==> config.mk <==
export PLATFORM = sky130hd
export DESIGN_NAME = jtag_dr_ir_controller
export DESIGN_NICKNAME = d
export VERILOG_FILES = /design/src/rtl/jtag_dr_ir_controller.sv
export SDC_FILE = /design/constraint.sdc
export NUM_CORES = 1
export LEC_CHECK = 0
export ABC_AREA = 1
export CORE_MARGIN = 2
export CORE_UTILIZATION = 55
export CTS_CLUSTER_SIZE = 24
export DETAILED_ROUTE_END_ITERATION = 6
export PLACE_DENSITY = 0.85
export SETUP_SLACK_MARGIN = 0.2
export SLEW_MARGIN = 20
export SYNTH_ARGS = -nofsm -noshare
export SYNTH_HDL_FRONTEND = slang
export SYNTH_SLANG_ARGS = --single-unit
==> constraint.sdc <==
create_clock -name tck -period 1.93 [get_ports tck]
set_input_delay 0.2895 -clock tck [delete_from_list [all_inputs] [get_ports tck]]
set_output_delay 0.2895 -clock tck [all_outputs]
set_load 0.01 [all_outputs]
==> src/rtl/jtag_dr_ir_controller.sv <==
// JTAG IR/DR data path behind the TAP: IR, IDCODE, BYPASS and USER chains with capture/shift/update.
// Optional sticky illegal-state detection is enabled by defining JTAG_ILLEGAL_STATE_CHECK_EN.
module jtag_dr_ir_controller #(
    parameter int                  IR_WIDTH      = 4,
    parameter logic [31:0]         IDCODE_VALUE  = 32'h1000_563D,
    parameter int                  USER_DR_WIDTH = 8,
    parameter logic [IR_WIDTH-1:0] INSTR_IDCODE  = IR_WIDTH'(4'h1),
    parameter logic [IR_WIDTH-1:0] INSTR_USER    = IR_WIDTH'(4'h8)
) (
    input  logic                     tck,
    input  logic                     trst,
    input  logic                     tdi,
    input  logic [4:0]               tap_state,
    input  logic [USER_DR_WIDTH-1:0] user_dr_in,
    output logic                     tdo,
    output logic                     tdo_en,
    output logic [IR_WIDTH-1:0]      ir_value,
    output logic [USER_DR_WIDTH-1:0] user_dr_out,
    output logic                     user_update,
    output logic                     err_illegal_state
);

    typedef enum logic [4:0] {
        TEST_LOGIC_RESET = 5'h00,
        RUN_TEST_IDLE    = 5'h01,
        SELECT_DR_SCAN   = 5'h02,
        SELECT_IR_SCAN   = 5'h03,
        CAPTURE_DR       = 5'h04,
        CAPTURE_IR       = 5'h05,
        SHIFT_DR         = 5'h06,
        SHIFT_IR         = 5'h07,
        EXIT1_DR         = 5'h08,
        EXIT1_IR         = 5'h09,
        PAUSE_DR         = 5'h10,
        PAUSE_IR         = 5'h11,
        EXIT2_DR         = 5'h12,
        EXIT2_IR         = 5'h13,
        UPDATE_DR        = 5'h14,
        UPDATE_IR        = 5'h15
    } tap_state_e;

    tap_state_e                 state;
    logic [IR_WIDTH-1:0]        ir_shift;
    logic [31:0]                idcode_shift;
    logic                       bypass_reg;
    logic [USER_DR_WIDTH-1:0]   user_shift;
    logic [USER_DR_WIDTH-1:0]   user_shift_next;
    logic                       sel_idcode;
    logic                       sel_user;

    assign state      = tap_state_e'(tap_state);
    assign sel_idcode = (ir_value == INSTR_IDCODE);
    assign sel_user   = (ir_value == INSTR_USER);
    assign tdo_en     = (state == SHIFT_IR) || (state == SHIFT_DR);

    // Written this way so a one-bit USER chain needs no special case.
    always_comb begin
        user_shift_next                    = user_shift >> 1;
        user_shift_next[USER_DR_WIDTH-1]   = tdi;
    end

    // Illegal codes fall into the default arm, so every register simply holds.
    always_ff @(posedge tck or posedge trst) begin
        if (trst) begin
            ir_value     <= INSTR_IDCODE;
            ir_shift     <= '0;
            idcode_shift <= IDCODE_VALUE;
            bypass_reg   <= 1'b0;
            user_shift   <= '0;
            user_dr_out  <= '0;
            user_update  <= 1'b0;
        end else begin
            user_update <= 1'b0;
            case (state)
                TEST_LOGIC_RESET: ir_value <= INSTR_IDCODE;
                CAPTURE_IR:       ir_shift <= IR_WIDTH'(2'b01);
                SHIFT_IR:         ir_shift <= {tdi, ir_shift[IR_WIDTH-1:1]};
                UPDATE_IR:        ir_value <= ir_shift;
                CAPTURE_DR: begin
                    if (sel_idcode)    idcode_shift <= IDCODE_VALUE;
                    else if (sel_user) user_shift   <= user_dr_in;
                    else               bypass_reg   <= 1'b0;
                end
                SHIFT_DR: begin
                    bypass_reg <= tdi;
                    if (sel_idcode)    idcode_shift <= {tdi, idcode_shift[31:1]};
                    else if (sel_user) user_shift   <= user_shift_next;
                end
                UPDATE_DR: begin
                    if (sel_user) begin
                        user_dr_out <= user_shift;
                        user_update <= 1'b1;
                    end
                end
                default: ;
            endcase
        end
    end

    // tdo is forced low during trst so a reset mid-shift silences the pin at once.
    always_comb begin
        tdo = 1'b0;
        if (!trst) begin
            case (state)
                SHIFT_IR: tdo = ir_shift[0];
                SHIFT_DR: tdo = sel_idcode ? idcode_shift[0] :
                                sel_user   ? user_shift[0]   : bypass_reg;
                default:  tdo = 1'b0;
            endcase
        end
    end

`ifdef JTAG_ILLEGAL_STATE_CHECK_EN
    logic state_illegal;

    assign state_illegal = (tap_state inside {[5'h0A:5'h0F], [5'h16:5'h1F]});

    always_ff @(posedge tck or posedge trst) begin
        if (trst)               err_illegal_state <= 1'b0;
        else if (state_illegal) err_illegal_state <= 1'b1;
    end
`else
    assign err_illegal_state = 1'b0;
`endif

endmodule

Word level (Yosys, flattened, before mapping):

Cells that the tools add are included.

* mux-type cells: 19
* reductions and logical operators: 9
* eq/ne operators: 15

Operators by type and width (count)
* 32-bit two-way mux: 2
* 32-bit one-hot mux with 2 select lines: 1
* 8-bit two-way mux: 4
* 5-bit by 3-bit == test with 1-bit output (second input constant): 4
* 4-bit one-hot mux with 2 select lines: 2
* 8-bit one-hot mux with 2 select lines: 1
* 2-bit != test (second input constant): 7
* 5-bit == test (second input constant): 2
* 1-bit two-way mux: 7
* 3-bit AND reduction: 2
* 2-bit nonzero test: 3
* 5-bit zero test: 1
* 5-bit AND reduction: 1
* 4-bit by 1-bit == test with 1-bit output (second input constant): 1
* 4-bit == test (second input constant): 1
* 1-bit one-hot mux with 2 select lines: 2
* 2-bit AND reduction: 1
* 1-bit logical OR: 1

* output and inout port bits: 16
* register bits after elaboration: 58
* logic and storage cells: 50

Longest topological paths before layout:

* word-level depth: 5
* gate-level depth with buffers: 9
* mapped depth without buffers: 9

Least setup slack after synthesis:

Ideal clock, no wire load.

* path type: reg-to-output
* start: reg ir_value[0]
* end: out tdo
* stages on the path, launching flop included: 7
* arrival time: 1125 ps
* setup slack: 516 ps
* data required time: 1640 ps
* cell sequence: dfstp_2 inv_1 nor2_2 nand2_2 nand3_1 nand2_1 a21oi_1

* longest elaborated chain between the ends: 5
* elaborated cells on any way between the ends: 6
* those cells by class: eq/ne: 2; mux: 4

Ends and longest elaborated chain
* start: declaration: line 17 `output logic [IR_WIDTH-1:0] ir_value,`
* start signal: assignment: line 78 `UPDATE_IR: ir_value <= ir_shift;`
* 4-bit == test: line 53 `assign sel_user = (ir_value == INSTR_USER);`
* 1-bit two-way mux: line 107 `sel_user ? user_shift[0] : bypass_reg;`
* 1-bit two-way mux *: line 106 `SHIFT_DR: tdo = sel_idcode ? idcode_shift[0] :`
* 1-bit one-hot mux with 2 select lines *: line 104 `case (state)`
* 1-bit two-way mux *: line 103 `if (!trst) begin`
* end: declaration: line 15 `output logic tdo,`

Mark *: on every way between the ends. The rest lies on a longest branch, timed or not.

Worst setup path after layout:

Same ends and word-level chain as after synthesis.

==> flow_metrics.py <==
metrics = {
    "pwr": {
        "switching_power_w": 0.001046,
        "p_int_w": 0.002493,
        "clkPwrFrac": 0.285,
        "seq_power_share": 0.482,
        "power.leakage_nw": 1.726,
        "power_w": 0.003539,
        "ir_drop_mv": 0.7441,
        "power_density_mw_per_mm2": 1077,
        "p_comb_frac": 0.233,
        "switching_share": 0.2956,
    },
    "clocking": {
        "clk_latency_ps": 320,
        "numCtsBuffers": 9,
        "tritoncts": "built",
        "cts_root_buffer": "clkbuf_8",
        "clk_pin_slew_ps": 60,
        "htree_num_levels": 3,
        "clkSinkCount": 58,
        "cts_buffer_depth": 2,
    },
    "timing": {
        "finClkSkew_ps": 6.967,
        "post-route-period-util": 0.9087,
        "final_max_slew_viol_count": 0,
        "finalHoldViolations": 0,
        "min_period_ps": 1754,
        "max_freq_ghz": 0.5702,
        "rsz0062_at_grt": "true",
        "final-setup-viol-count": 0,
    },
    "placed_design": {
        "dpl.hpwl_mm": 3.534,
        "place_inst": 385,
        "gp_congestion": 0.8592,
        "io_buffer_count": 30,
    },
    "synthesis": {
        "seq_area_frac_synth": 0.5643,
        "ys.warnings.count": 0,
        "avgSynthCellArea_um2": 8.831,
        "ys_seq_elements": 58,
        "yosysUniqueCellTypes": 23,
        "synth_cells": 294,
        "synth_nets": 310,
        "syn_area_mm2": 0.002596,
    },
    "drt": {
        "drt_first_pass_iters": 5,
        "ant_nets": 0,
        "num_vias": 2023,
        "routed_wl_mm": 5.367,
        "viasPerCell": 5.020,
        "drtIter0Drc": 102,
        "drcViolationCount": 0,
        "post_drt_wl_per_cell_um": 13.32,
    },
    "critical_path": {
        "worstRegToRegCells": 7,
        "rrSetupSlack_ps": 340,
        "crit_path_end_kind": "primary output",
        "cp_slowest_cell": "dfstp_2",
        "arrival_ps": 1460,
        "worstReg2RegStart": "ir_value[0]",
        "critPathLaunchType": "flop",
        "crit_fanout": 4,
        "cp_cell_sequence": "inv_2 > nor2_4 > nand2_2 > nand3_2 > nand2_1 > a21oi_1 > buf_2",
        "worstPathRequired_ps": 1640,
        "crit_type": "reg -> out",
        "reg2reg_to": "idcode_shift[7]",
        "max_stage_delay_ps": 570,
    },
    "flow_run": {
        "drv_cap": 0,
    },
    "die": {
        "core_area_mm2": 0.004444,
        "die-area_mm2": 0.005286,
        "rows": 24,
        "die_width_um": 72.71,
        "ios": 32,
        "start_util": 0.5842,
        "die_y_um": 72.71,
    },
    "global_route": {
        "grt_pass1_wl_mm": 9.211,
        "overflow": 0,
        "antenna_found_initial": 0,
        "track_usage": 0.2279,
        "grt_pass1_vias": 2080,
        "grt_max_degree": 59,
    },
    "finish": {
        "drive_gt1_frac": 0.2137,
        "nets": 362,
        "reg_top3": "idcode_shift (32), user_dr_out (8), user_shift (8)",
        "largest_reg_flops": 32,
        "antenna_cells": 0,
        "final_cells": 403,
        "syn_to_final_growth_pct": 26.55,
        "largest-register": "idcode_shift",
    },
    "hold_path": {
        "min_path_type": "in -> async",
    },
    "run_status": {
        "status": "completed",
    },
}
## cell type report
| cell class | instances | area (um^2) |
|---|---|---|
| Multi-Input combinational cell | 155 | 823.3 |
| Fill cell | 312 | 1159 |
| Tap cell | 52 | 65.06 |
| Inverter | 72 | 270.3 |
| Sequential cell | 58 | 1465 |
| Timing Repair Buffer | 50 | 481.7 |
| Clock buffer | 16 | 180.2 |
## synth_stat cells, drive strengths merged
library cell | n | area share
a21oi | 2 | 0.0039
buf | 8 | 0.026
clkbuf | 1 | 0.0014
conb | 1 | 0.0014
dfrtp | 47 | 0.45
dfstp | 11 | 0.11
inv | 72 | 0.10
nand2 | 74 | 0.11
nand3 | 18 | 0.037
nand4 | 1 | 0.0024
nor2 | 16 | 0.035
nor3 | 1 | 0.0019
o211ai | 7 | 0.020
o21ai | 7 | 0.022
o22ai | 28 | 0.067
## metrics by stage
| stage | hold WS, ps | instance area [um^2] | TNS, ps | utilization | setup slack, ps |
|---|---|---|---|---|---|
| 5_1_grt | 416.5 | 3286 | 0 | 0.7393 | 58.14 |
| 2_1_floorplan | 424.6 | 2596 | 0 | - | 230.7 |
| 3_3_place_gp | 462.7 | 3064 | -291.4 | 0.6895 | -266.0 |
| 4_1_cts | 382.2 | 3261 | 0 | 0.7337 | 133.6 |
| 6_report | 371.8 | 3286 | 0 | 0.7393 | 176.2 |
| 3_5_place_dp | 466.8 | 3064 | -390.9 | 0.6895 | -335.4 |
## cell usage in the layout (no fill, tap or decap), drive strengths merged
master and n:
conb 1, o211ai 7, clkbuf 17, dlymetal6s2s 2
nor2 16, clkdlybuf4s50 25, inv 72, nor3 1
dfstp 11, buf 21, nand4 1, dlygate4sd2 1
o21ai 7, o22ai 28, nand3 18, dfrtp 47
nand2 74, a21oi 2
## what timing repair did
item,4_1_cts,5_1_grt
pin swaps,3,4
setup buffers,1,1
hold buffers,0,0
setup endpoints to repair,3,24
resized for setup,12,7
## power by group through the flow
stage / Combinational [W] / Sequential [W] / Clock, W
2_1_floorplan: 0.000522 / 0.00170 / 0
3_3_place_gp: 0.000734 / 0.00171 / 0
3_5_place_dp: 0.000775 / 0.00172 / 0
4_1_cts: 0.000815 / 0.00170 / 0.00102
5_1_grt: 0.000934 / 0.00174 / 0.00108
6_report: 0.000824 / 0.00171 / 0.00101
## how the worst max path moves through the flow
| stage | from | end | depth (start not counted) |
|---|---|---|---|
| final | ir_value[0] | tdo | 7 |
| after global routing | ir_value[0] | tdo | 8 |
| after CTS | ir_value[0] | tdo | 7 |
| after detailed placement | tap_state[2] | tdo | 8 |
| after global placement | tap_state[2] | tdo | 8 |
| after floorplan | trst | bypass_reg | 1 |
## critical path: cells and delay by family, from the launching register on
kind / cells / cell delay (ps)
flip-flops: 1 / 570
AO/OA/AOI/OAI: 1 / 110
buffers and inverters: 2 / 190
AND/OR/NAND/NOR: 4 / 250
## cells by family after synthesis
family	share of synthesized area
AO/OA/AOI/OAI	0.1137
buffers and inverters	0.1311
flip-flops	0.5643
other	0.001444
AND/OR/NAND/NOR	0.1894
## metal layers
layer	track usage	wire length (um)	vias up
li1	-	-	1010
met1	0.3003	2398	956
met2	0.3667	2679	48
met3	0.05801	198	9
met4	0.08436	91	0
met5	0	0	-
(Power assumes the default switching activity.)
